`src/rtl/vertex_stream_sequencer.sv`:
```
// Vertex stream sequencer: reads vertices from a buffer and issues them to the projection pipe under
// a credit limit, then reorders nothing and streams indexed results out through a small FIFO.
//
// state   | meaning
// IDLE    | waiting for start; vertex_count = 0 completes a pass here
// ISSUE   | issuing buffer reads 0..count-1, one per cycle while credit allows
// DRAIN   | all reads issued; waiting for the last result to leave the FIFO
module vertex_stream_sequencer #(
  parameter  int MAX_VERTS = 64,
  parameter  int OUT_DEPTH = 8,
  localparam int ADDR_W    = $clog2(MAX_VERTS)
) (
  input  logic              clk,
  input  logic              rst_n,
  input  logic              start,
  input  logic [ADDR_W:0]   vertex_count,
  input  logic              loop_mode,
  output logic              mem_rd_en,
  output logic [ADDR_W-1:0] mem_addr,
  input  logic [47:0]       mem_rd_data,
  output logic              pipe_vertex_valid,
  output logic [47:0]       pipe_vertex,
  input  logic              pipe_result_valid,
  input  logic [38:0]       pipe_result,
  output logic              out_valid,
  input  logic              out_ready,
  output logic [38:0]       out_pt,
  output logic [ADDR_W-1:0] out_index,
  output logic              busy,
  output logic              done,
  output logic [15:0]       pass_count,
  output logic              err
);

  localparam int NW = ADDR_W + 1;
  localparam int PW = $clog2(OUT_DEPTH);
  localparam int CW = PW + 1;
  localparam int DW = 39 + ADDR_W;
  localparam logic [NW-1:0] MAX_N = NW'(MAX_VERTS);

  typedef enum logic [1:0] {S_IDLE, S_ISSUE, S_DRAIN} state_t;

  state_t          state, state_nxt;
  logic [NW-1:0]   cnt_q, rd_q, ret_q;
  logic [CW-1:0]   in_flight_q, fifo_count_q;
  logic [PW-1:0]   wr_ptr_q, rd_ptr_q;
  logic [DW-1:0]   fifo_mem [OUT_DEPTH];
  logic            done_q, err_q, pv_valid_q;
  logic [15:0]     pass_count_q;

  logic [NW-1:0]   cnt_in;
  logic            start_ok, credit_ok, rd_en, last_rd;
  logic            fifo_empty, fifo_full, pop, res_ok, push, drop;
  logic            last_pop, pass_end;
  logic [DW-1:0]   head;

  assign cnt_in     = (vertex_count > MAX_N) ? MAX_N : vertex_count;
  assign start_ok   = (state == S_IDLE) && start;
  assign credit_ok  = ({1'b0, in_flight_q} + {1'b0, fifo_count_q}) < (CW + 1)'(OUT_DEPTH);
  assign rd_en      = (state == S_ISSUE) && (rd_q < cnt_q) && credit_ok;
  assign last_rd    = rd_en && (rd_q == cnt_q - 1'b1);
  assign fifo_empty = (fifo_count_q == '0);
  assign fifo_full  = (fifo_count_q == CW'(OUT_DEPTH));
  assign pop        = !fifo_empty && out_ready;
  // A full FIFO still accepts a result when the head leaves in the same cycle.
  assign res_ok     = pipe_result_valid && (in_flight_q != '0);
  assign push       = res_ok && (!fifo_full || pop);
  assign drop       = pipe_result_valid && !push;
  assign head       = fifo_mem[rd_ptr_q];
  assign last_pop   = pop && (state == S_DRAIN) && ({1'b0, head[ADDR_W-1:0]} == cnt_q - 1'b1);
  assign pass_end   = last_pop || (start_ok && (cnt_in == '0));

  always_comb begin
    state_nxt = state;
    case (state)
      S_IDLE:  if (start_ok && (cnt_in != '0)) state_nxt = S_ISSUE;
      S_ISSUE: if (last_rd) state_nxt = S_DRAIN;
      S_DRAIN: if (last_pop) state_nxt = loop_mode ? S_ISSUE : S_IDLE;
      default: state_nxt = S_IDLE;
    endcase
  end

  always_ff @(posedge clk or negedge rst_n) begin
    if (!rst_n) state <= S_IDLE;
    else        state <= state_nxt;
  end

  always_ff @(posedge clk or negedge rst_n) begin
    if (!rst_n) begin
      cnt_q <= '0;
      rd_q  <= '0;
      ret_q <= '0;
    end else begin
      if (start_ok) cnt_q <= cnt_in;
      if (start_ok || (last_pop && loop_mode)) rd_q <= '0;
      else if (rd_en)                          rd_q <= rd_q + 1'b1;
      if (start_ok || last_pop) ret_q <= '0;
      else if (res_ok)          ret_q <= ret_q + 1'b1;
    end
  end

  always_ff @(posedge clk or negedge rst_n) begin
    if (!rst_n) begin
      in_flight_q <= '0;
    end else begin
      case ({rd_en, res_ok})
        2'b10:   in_flight_q <= in_flight_q + 1'b1;
        2'b01:   in_flight_q <= in_flight_q - 1'b1;
        default: in_flight_q <= in_flight_q;
      endcase
    end
  end

  always_ff @(posedge clk or negedge rst_n) begin
    if (!rst_n) begin
      wr_ptr_q     <= '0;
      rd_ptr_q     <= '0;
      fifo_count_q <= '0;
    end else begin
      if (push) wr_ptr_q <= wr_ptr_q + 1'b1;
      if (pop)  rd_ptr_q <= rd_ptr_q + 1'b1;
      case ({push, pop})
        2'b10:   fifo_count_q <= fifo_count_q + 1'b1;
        2'b01:   fifo_count_q <= fifo_count_q - 1'b1;
        default: fifo_count_q <= fifo_count_q;
      endcase
    end
  end

  // Storage needs no reset: the pointers define what is valid.
  always_ff @(posedge clk) begin
    if (push) fifo_mem[wr_ptr_q] <= {pipe_result, ret_q[ADDR_W-1:0]};
  end

  always_ff @(posedge clk or negedge rst_n) begin
    if (!rst_n) begin
      done_q       <= 1'b0;
      err_q        <= 1'b0;
      pv_valid_q   <= 1'b0;
      pass_count_q <= '0;
    end else begin
      done_q     <= pass_end;
      pv_valid_q <= rd_en;
      if (drop) err_q <= 1'b1;
      if (start_ok)      pass_count_q <= (cnt_in == '0) ? 16'd1 : 16'd0;
      else if (last_pop) pass_count_q <= pass_count_q + 16'd1;
    end
  end

  assign mem_rd_en         = rd_en;
  assign mem_addr          = rd_q[ADDR_W-1:0];
  assign pipe_vertex_valid = pv_valid_q;
  assign pipe_vertex       = pv_valid_q ? mem_rd_data : '0;
  assign out_valid         = !fifo_empty;
  assign out_pt            = fifo_empty ? '0 : head[DW-1:ADDR_W];
  assign out_index         = fifo_empty ? '0 : head[ADDR_W-1:0];
  assign busy              = (state != S_IDLE);
  assign done              = done_q;
  assign pass_count        = pass_count_q;
  assign err               = err_q;

endmodule

```
`config.mk`:
```
export PLATFORM = sky130hd
export DESIGN_NAME = vertex_stream_sequencer
export DESIGN_NICKNAME = d
export VERILOG_FILES = /design/src/rtl/vertex_stream_sequencer.sv
export SDC_FILE = /design/constraint.sdc
export NUM_CORES = 1
export LEC_CHECK = 0
export BUFFER_PORTS_ARGS = -buffer_cell sky130_fd_sc_hd__buf_2
export CAP_MARGIN = 20
export CORE_ASPECT_RATIO = 1.5
export CORE_MARGIN = 2
export CORE_UTILIZATION = 40
export CTS_CLUSTER_DIAMETER = 40
export DETAILED_ROUTE_END_ITERATION = 12
export SKIP_LAST_GASP = 1
export SLEW_MARGIN = 0
export SYNTH_ARGS = -nofsm -noshare
export SYNTH_HDL_FRONTEND = slang
export SYNTH_SLANG_ARGS = --single-unit
```
`constraint.sdc`:
```
create_clock -name clk -period 6.54 [get_ports clk]
set_clock_uncertainty 0.1 [all_clocks]
set_input_delay 1.308 -clock clk [delete_from_list [all_inputs] [get_ports clk]]
set_output_delay 1.308 -clock clk [all_outputs]
set_load 0.005 [all_outputs]
```
==> impl_metrics.yaml, run 1 <==
clock_tree:
  cts_tree: "yes"
  clk_transition_reported_paths_ns: 0.06
  worstSkewPairLatency_ns: 0.55
  tritoncts.num_buffers: 42
  postCtsHoldBufs: 0
  post_cts.repair.setup_buffers: 0
  post_cts_resize_count: 0
  cts_num_sinks: 415
  ctsLongestPathBuffers: 3
  cts.root.buffer_cell: "clkbuf_16"
  htree_num_levels: 2
detailed_routing:
  drt-pass1-iter-count: 5
  drt-initial-drc-count: 631
  via_per_inst: 5.217
  drc_errors: 0
  drt-wirelength-per-cell_um: 20.46
  finalWirelength_um: 36950
  detailroute.via_count: 9422
  final_antenna_net_count: 0
setup_path:
  ws_path_type: "reg2out"
  cp-start-kind: "register"
  worst_ep_arrival_time_ns: 3.22
  reg2regPathDepth: 7
  end_kind: "output port"
  crit_required_ns: 5.13
  worst-r2r-setup-slack_ns: 2.56
  critical_path.reg2reg.endpoint: "pass_count[9]"
  rr_startpoint: "rd_ptr_q[1]"
  critical_path_peak_fanout: 47
floorplan:
  fp.coreArea_um2: 42700
  floorplan.io_pins: 221
  total_die_area_um2: 44730
  die_y_um: 258.0
  placementRows: 93
  floorplan.die.width_um: 173.4
  initial_utilization: 0.4030
placed_design:
  dpl_cell_area_um2: 18990
  port-buffer-count: 220
  dpl.hpwl_um: 23260
  finalWeightedCongestion: 0.7791
  numPlacedInstances: 1731
grt:
  grt_antenna_before_repair: 2
  overflow: 0
  grt_pass1_wl_um: 56950
  grt_pass1_vias: 9863
  grt_start_max_net_pins: 56
  overall_fraction_of_global_route_tracks_in_use: 0.1663
synth:
  synth.distinct_cells: 51
  synth.ff_latch_count: 415
  syn_area_per_cell_um2: 17.65
  syn-num-nets: 1098
  postSynthCellCount: 975
  ys_async_sr_fraction: 0.1325
  mappedNetlistArea_um2: 17210
  yosysWarnings: 0
  number_of_enable_type_register_cells_in_the_synthesized_netlist: 360
  ys.flop_type: "edfxtp_1"
  ys_seq_area_frac: 0.7082
worst_hold_path:
  worst_min_delay_path_endpoint: "err"
  hold_path_class: "reg2reg"
  hold_depth: 1
  hold_start: "err"
cells_and_area:
  final_common_cell: "edfxtp_1"
  antenna_cells_inserted: 0
  multi_input_area_um2: 4760
  share_of_final_layout_standard_cells_stronger_than_drive_strength_1: 0.3269
  final_cell_area_excluding_filler_cells_um2: 20370
  area_growth_pct: 18.39
  layout.cells.most_common_list: "edfxtp_1, buf_2, mux4_2"
  layout.filler_cells: 3656
  total_area_of_sequential_cells_um2: 12200
  post_layout_nonfiller_instances: 1806
  finish.net_count: 1330
sta:
  setup_repair_after_global_routing_missed_its_margin: "false"
  slew_viol_final: 0
  max_freq_mhz: 216.2
  final.period_utilization: 0.7073
  worst_hold_slack_ns: 0.3908
  setup_tns_ns: 0
  worst_pin_slew_ns: 1.102
  final.min_clock_period_ns: 4.625
  report.final.hold_viol_count: 0
  setup_viol_count_final: 0
  max_slew_margin_vs_limit: 0.2651
pwr:
  power-per-cell-area_nw_per_um2: 441.3
  power.static_leakage_nw: 7.521
  vdd_ir_drop_max_mv: 0.2433
  report.power.total_mw: 8.991
run:
  timing.max_cap.violations: 0
run_status:
  result_of_the_run: "finished, final reports clean"
-- power by group --
group | leakage (nW) | internal (mW) | switching [mW] | total (mW)
logic | 2.90 | 1.41 | 1.41 | 2.82
clock network | 0.641 | 1.32 | 1.02 | 2.34
registers | 3.98 | 3.38 | 0.455 | 3.83
total | 7.52 | 6.10 | 2.89 | 8.99
-- cells in the mapped netlist, drive strengths merged (2+ instances only) --
master     n  area share
clkbuf    25      0.0055
nand3     14      0.0041
dfrtp     55       0.080
mux2i     46       0.027
nand4      8      0.0029
a2111oi    2      0.0011
a21oi     20      0.0058
xor2      12      0.0061
inv       25      0.0055
and3       7      0.0025
edfxtp   360        0.63
buf       26      0.0081
nand2b     4      0.0015
a21o       4      0.0017
mux2       3      0.0022
fa         2      0.0023
nor3       4      0.0012
nand2     25      0.0055
o21a       2     0.00087
nand3b     9      0.0039
xnor2     25       0.013
nor2      69       0.015
a31o       2      0.0010
or3       10      0.0036
nor3b      2     0.00087
mux4      90        0.12
o21ai     23      0.0067
nor2b      2     0.00073
nor4       4      0.0018
or4        6      0.0026
ha        21       0.015
o31ai      3      0.0013
and2      54       0.020
-- metrics by stage --
step	worst slack (ns)	util
6_report	1.915	0.4771
5_1_grt	1.665	0.4771
4_1_cts	1.812	0.4761
3_5_place_dp	2.223	0.4447
3_3_place_gp	2.175	0.4447
2_1_floorplan	0.8184	-
-- metal layers --
metal / share of wire / vias to the layer above / track usage
li1: - / 4252 / -
met1: 0.39 / 4820 / 0.1927
met2: 0.53 / 281 / 0.3088
met3: 0.050 / 65 / 0.02915
met4: 0.029 / 4 / 0.05767
met5: 0.00060 / - / 0
-- flip-flops by register name, indices dropped and copies added (netlist names) --
signal / flops
rd_ptr_q: 3
cnt_q: 7
err: 1
ret_q: 6
in_flight_q: 4
done: 1
wr_ptr_q: 3
pass_count: 16
fifo_count_q: 4
pipe_vertex_valid: 1
state: 2
rd_q: 7
fifo_mem: 360
-- worst max-delay path by stage --
stage	cells past startpoint	endpoint	slack, ns	start
final	5	out_pt[38]	1.91	rd_ptr_q[1]
after global routing	5	out_pt[0]	1.67	rd_ptr_q[0]
after CTS	5	out_pt[19]	1.81	rd_ptr_q[0]
after detailed placement	6	fifo_mem[6][22]	2.22	pipe_result_valid
after global placement	6	fifo_mem[3][14]	2.17	out_ready
after floorplan	4	fifo_mem[1][0]	0.82	pipe_result_valid
-- logic make-up (layout without fill, tap and decap cells) --
| group | Yosys count | after routing | share of synthesized area |
|---|---|---|---|
| compound gates | 65 | 65 | 0.02269 |
| xor+xnor | 37 | 37 | 0.01883 |
| fa+ha+maj | 23 | 23 | 0.01759 |
| buf+inv | 76 | 337 | 0.01898 |
| flops | 415 | 415 | 0.7082 |
| mux | 139 | 139 | 0.1467 |
| simple gates | 220 | 220 | 0.06703 |
-- area by class of cell --
class | instances | area share
Inverter | 25 | 0.004606
Timing Repair Buffer | 239 | 0.06239
Clock inverter | 23 | 0.01277
Clock buffer | 50 | 0.05306
Tap cell | 570 | 0.03500
Multi-Input combinational cell | 484 | 0.2336
Sequential cell | 415 | 0.5986
-- critical path, stage by stage (launching register included) --
cell and delay [ns]:
dfrtp_4 0.94, buf_4 0.68, mux4_2 0.42, mux2i_1 0.36
nor2_1 0.07, buf_2 0.14
Power figures use the tool's default switching activity.
==> run 2: changes to the inputs <==
--- a/config.mk
+++ b/config.mk
@@ -5,6 +5,7 @@
 export SDC_FILE = /design/constraint.sdc
 export NUM_CORES = 1
 export LEC_CHECK = 0
+export ABC_AREA = 1
 export BUFFER_PORTS_ARGS = -buffer_cell sky130_fd_sc_hd__buf_2
 export CAP_MARGIN = 20
 export CORE_ASPECT_RATIO = 1.5
==> constraint.sdc (replaced) <==
create_clock -name clk -period 3.76 [get_ports clk]
set_clock_uncertainty 0.1 [all_clocks]
set_input_delay 0.752 -clock clk [delete_from_list [all_inputs] [get_ports clk]]
set_output_delay 0.752 -clock clk [all_outputs]
set_load 0.005 [all_outputs]
==> impl_metrics.yaml, run 2 <==
run_status:
  result_of_the_run: "finished, final reports clean"
setup_path:
  critical_path.reg2reg.endpoint: "pass_count[11]"
  worst-r2r-setup-slack_ns: 0.84
  cp-start-kind: "register"
  end_kind: "output port"
  critical_path.startpoint: "rd_ptr_q[0]"
  critPathCapture: "out_pt[29]"
  reg2regPathDepth: 12
  worstPathCellList: "buf_4, o21ai_0, o22ai_1, o21ai_1, a31oi_1, buf_2"
  ws_path_type: "reg2out"
  worst_ep_arrival_time_ns: 2.67
  critPathMaxStageDelay_ns: 0.59
  critical-path-slowest-cell: "buf_4"
  crit_required_ns: 2.91
  critical_path_peak_fanout: 64
  rr_startpoint: "rd_ptr_q[0]"
cells_and_area:
  post_layout_nonfiller_instances: 2448
  layout.filler_cells: 4019
  largest_register_ff_count: 360
  finish.net_count: 1958
  area_growth_pct: 18.67
  most_flops_register: "fifo_mem"
  layout.cells.most_common_list: "edfxtp_1, nor2_1, buf_2"
  final_cell_area_excluding_filler_cells_um2: 21230
  finalCoreUtilization: 0.4826
  final_common_cell: "edfxtp_1"
  share_of_final_layout_standard_cells_stronger_than_drive_strength_1: 0.1898
placed_design:
  numPlacedInstances: 2364
  finalWeightedCongestion: 0.8148
  dpl_cell_area_um2: 19740
  dp_slack_ns: 0.7650
  dpl.hpwl_um: 26920
  port-buffer-count: 220
synth:
  postSynthCellCount: 1617
  synth.ff_latch_count: 415
  syn-num-nets: 1740
  ys_async_sr_fraction: 0.1325
  yosysWarnings: 0
  mappedNetlistArea_um2: 17890
  yosys.cell_count.top_type: "edfxtp_1"
  synthDominantCellAreaShare: 0.6043
  netlist_top_cells_area: "edfxtp_1, dfrtp_1, nor2_1"
  synth_commonest_cells: "edfxtp_1, nor2_1, nand2_1"
  number_of_enable_type_register_cells_in_the_synthesized_netlist: 360
  ys_seq_area_frac: 0.6813
  syn_area_per_cell_um2: 11.06
  ys.flop_type: "edfxtp_1"
  synth_top_cell_by_area: "edfxtp_1"
  synth.distinct_cells: 38
detailed_routing:
  drc_errors: 0
  drt-wirelength-per-cell_um: 18.11
  detailroute.via_count: 12610
  finalWirelength_um: 44340
  via_per_inst: 5.149
  drt-initial-drc-count: 915
  final_antenna_net_count: 0
  drt-pass1-iter-count: 6
sta:
  final.min_clock_period_ns: 3.518
  max_freq_mhz: 284.2
  final.period_utilization: 0.9358
  report.final.hold_viol_count: 0
  setup_tns_ns: 0
  max_slew_margin_vs_limit: 0.3873
  worst_slack_ns: 0.2416
  setup_repair_after_global_routing_missed_its_margin: "false"
  worst_pin_slew_ns: 0.9191
  setup_viol_count_final: 0
  worst_hold_slack_ns: 0.2395
  slew_viol_final: 0
grt:
  overflow: 0
  grt_antenna_before_repair: 5
  grt_start_max_net_pins: 93
  overall_fraction_of_global_route_tracks_in_use: 0.1894
  grt_pass1_vias: 12550
  grt_pass1_wl_um: 68720
clock_tree:
  cts.root.buffer_cell: "clkbuf_16"
  postCtsHoldBufs: 0
  cts_num_sinks: 415
  cts_tree: "yes"
  tritoncts.num_buffers: 45
  worstSkewPairLatency_ns: 0.56
  post_cts.repair.setup_buffers: 0
  ctsLongestPathBuffers: 3
  htree_num_levels: 2
  clk_transition_reported_paths_ns: 0.06
floorplan:
  fp.coreArea_um2: 43990
  die_y_um: 263
  floorplan.io_pins: 221
  initial_utilization: 0.4067
  placementRows: 94
  total_die_area_um2: 46460
  floorplan.die.width_um: 176.7
run:
  timing.max_cap.violations: 0
pwr:
  report.power.total_mw: 16.61
  power.static_leakage_nw: 8.609
  power-per-cell-area_nw_per_um2: 782.6
  vdd_ir_drop_max_mv: 0.4798
worst_hold_path:
  hold_path_class: "in2async"
## run 2: cell types whose count changed in the layout (fill, tap and decap cells not counted), sizes merged, moves of 57 or more
cell   delta
nand2   +180
mux4     -90
nor2    +225
nand3    +57
inv     +113
o21ai   +200
## run 2: how the worst min path moves through the flow
stage           from             to  slack [ns]
2_1_floorplan    err            err        0.35
3_3_place_gp     err            err        0.37
3_5_place_dp     err            err        0.37
4_1_cts        rst_n  pass_count[1]        0.25
5_1_grt        rst_n  pass_count[1]        0.30
6_report       rst_n  pass_count[1]        0.24
## run 2: cells by family after synthesis
logic type	after synthesis	synth area share
compound gates	327	0.09855
xor+xnor	37	0.01812
fa+ha+maj	23	0.01693
buf+inv	223	0.05134
flops	415	0.6813
simple gates	592	0.1338
## run 2: power by group
part	internal, mW	switching, mW	leakage [nW]
registers	5.83	0.362	3.99
logic	2.06	4.01	3.90
clock network	2.49	1.86	0.721
total	10.4	6.24	8.61
## run 2: cell type report
type                    count  area [µm²]  area share
diodes                      2       5.005   0.0002358
clock buffers              55        1216     0.05729
clock inverters            27       261.5     0.01232
inverters                 136       515.5     0.02428
multi-input cells         979        4843      0.2282
flip-flops and latches    415       12190      0.5743
well taps                 576       720.7     0.03395
repair buffers            258        1474     0.06943
## run 2: repair_timing
action,4_1_cts,5_1_grt
gates resized for setup,0,1
setup endpoints to repair,0,2
hold endpoints to repair,0,0
## run 2: per-layer routing
metal / global-route usage / wire length, µm / up-vias
met2: 0.3449 / 23030 / 420
met5: 0 / 35 / -
met4: 0.07349 / 1322 / 6
met1: 0.2178 / 17160 / 6055
li1: - / - / 6027
met3: 0.03452 / 2792 / 97
## run 2: critical path, delay by kind of cell (launching register included)
kind / cells / cell delay, ns
flops: 1 / 0.56
buf+inv: 2 / 0.77
compound gates: 4 / 0.74
==> run 3: changes to the inputs <==
==> constraint.sdc (replaced) <==
create_clock -name clk -period 3.76 [get_ports clk]
set_clock_uncertainty 0.1 [all_clocks]
set_input_delay 0.188 -clock clk [delete_from_list [all_inputs] [get_ports clk]]
set_output_delay 0.188 -clock clk [all_outputs]
set_load 0.005 [all_outputs]
==> impl_metrics.yaml, run 3 (synthesis gave the netlist of run 2 again) <==
floorplan:
  fp.coreArea_um2: 43990
  initial_utilization: 0.4067
  floorplan.die.width_um: 176.7
  die_y_um: 263
  total_die_area_um2: 46460
  placementRows: 94
  floorplan.io_pins: 221
detailed_routing:
  drt-wirelength-per-cell_um: 17.88
  drt-pass1-iter-count: 5
  drc_errors: 0
  drt-initial-drc-count: 734
  detailroute.via_count: 12760
  final_antenna_net_count: 0
  finalWirelength_um: 44570
  via_per_inst: 5.118
pwr:
  clock_power_share: 0.274
  power.sequential.fraction: 0.366
  power_switching_mw: 6.234
  vdd_ir_drop_max_mv: 0.5153
  power-per-cell-area_nw_per_um2: 773.1
  combinational_cell_fraction_of_total_power: 0.360
  cellInternalPower_mw: 10.64
  power.static_leakage_nw: 8.827
  switching_share: 0.3694
setup_path:
  end_kind: "output port"
  crit_top_cell: "o21ai_0"
  critical_path.reg2reg.endpoint: "state[0]"
  critical-path-slowest-cell: "dfrtp_4"
  reg2regPathDepth: 13
  cp-start-kind: "register"
  crit_required_ns: 3.47
  critPathMaxStageDelay_ns: 0.60
  critPathCapture: "out_pt[16]"
  ws_path_type: "reg2out"
  worst-r2r-setup-slack_ns: 0.68
  worst_ep_arrival_time_ns: 3.09
  critical_path.startpoint: "rd_ptr_q[0]"
  critical_path_peak_fanout: 126
  rr_startpoint: "cnt_q[0]"
  worstPathCellList: "inv_4, buf_12, o21ai_0, o22ai_1, o21ai_0, a31oi_1, buf_2"
sta:
  setup_tns_ns: 0
  report.final.hold_viol_count: 0
  max_slew_margin_vs_limit: 0.3615
  slew_viol_final: 0
  final.min_clock_period_ns: 3.382
  setup_viol_count_final: 0
  setup_repair_after_global_routing_missed_its_margin: "false"
  worst_pin_slew_ns: 0.9577
  max_freq_mhz: 295.7
  final.period_utilization: 0.8994
clock_tree:
  worstSkewPairLatency_ns: 0.56
  post_cts.repair.setup_buffers: 0
  ctsLongestPathBuffers: 3
  cts_tree: "yes"
  tritoncts.num_buffers: 45
  cts.root.buffer_cell: "clkbuf_16"
  clk_transition_reported_paths_ns: 0.06
  cts_num_sinks: 415
  htree_num_levels: 2
cells_and_area:
  share_of_final_layout_standard_cells_stronger_than_drive_strength_1: 0.1800
  area_growth_pct: 22.04
  final_common_cell: "edfxtp_1"
  layout.cells.most_common_list: "edfxtp_1, nor2_1, buf_2"
  largest_register_ff_count: 360
  finish.net_count: 2006
  most_flops_register: "fifo_mem"
  post_layout_nonfiller_instances: 2493
  antenna_cells_inserted: 0
run_status:
  result_of_the_run: "finished, final reports clean"
placed_design:
  port-buffer-count: 220
  finalWeightedCongestion: 0.8002
  dpl.hpwl_um: 26620
  numPlacedInstances: 2354
grt:
  grt_antenna_before_repair: 0
  overall_fraction_of_global_route_tracks_in_use: 0.1872
  overflow: 0
  grt_pass1_vias: 12680
  grt_start_max_net_pins: 127
  grt_pass1_wl_um: 68310
worst_hold_path:
  hold_path_class: "in2reg"
  hold_depth: 4
run:
  timing.max_cap.violations: 0
[run 3: cell count changes in the layout (fill, tap and decap cells not counted), sizes merged]
cell	change
inv	-4
dlygate4sd3	+57
diode	-2
clkbuf	-3
bufinv	+5
buf	-9
clkinv	+1
[run 3: worst min path at each step]
stage          slack [ns]             end  startpoint
2_1_floorplan       -0.21        cnt_q[0]       rst_n
3_3_place_gp         0.29  pass_count[15]       rst_n
3_5_place_dp         0.30  pass_count[15]       rst_n
4_1_cts              0.08         rd_q[2]   loop_mode
5_1_grt               0.1         rd_q[2]   loop_mode
6_report              0.1         rd_q[2]   loop_mode
[run 3: cell type report]
cell class                      instances  area [µm²]
Fill cell                            3858       22160
Clock buffer                           52        1182
Timing Repair Buffer                  306        1984
Clock inverter                         29       395.4
Tap cell                              576       720.7
Sequential cell                       415       12190
Multi-Input combinational cell        979        4843
Inverter                              136       513.0
[run 3: critical path, delay by kind of cell (launching register included)]
kind | cells | cell delay, ns
compound gates | 4 | 0.78
flops | 1 | 0.60
buf+inv | 3 | 1.15
[run 3: through the flow]
step / utilization / total power [mW] / setup WS (ns) / hold slack, ns / cell area (µm²)
4_1_cts: 0.4957 / 17.02 / 0.2908 / 0.07589 / 21800
3_5_place_dp: 0.4468 / 12.32 / 0.8507 / 0.2957 / 19660
5_1_grt: 0.4963 / 17.94 / 0.1886 / 0.09849 / 21830
6_report: 0.4963 / 16.88 / 0.3781 / 0.09759 / 21830
3_3_place_gp: 0.4468 / 12.22 / 0.9051 / 0.2896 / 19660
2_1_floorplan: - / 10.04 / 0.03037 / -0.2076 / 17890
[run 3: routing by layer]
metal	vias to the layer above	GRT usage	wire length, µm	share of wire
li1	6115	-	-	-
met1	6128	0.2156	17270	0.39
met2	438	0.3436	23320	0.52
met3	79	0.02946	2630	0.059
met4	0	0.07349	1348	0.030
met5	-	0	0	0
[run 3: repair_timing]
| action | 4_1_cts | 5_1_grt |
|---|---|---|
| hold endpoints to repair | 362 | 0 |
| gates resized for setup | 0 | 0 |
| hold buffers | 57 | 0 |
[run 3: power by group through the flow]
stage / clock, mW / sequential, mW / combinational, mW
6_report: 4.63 / 6.17 / 6.08
2_1_floorplan: 0 / 6.17 / 3.87
4_1_cts: 4.71 / 6.18 / 6.14
5_1_grt: 4.89 / 6.25 / 6.81
3_3_place_gp: 0 / 6.25 / 5.97
3_5_place_dp: 0 / 6.27 / 6.05
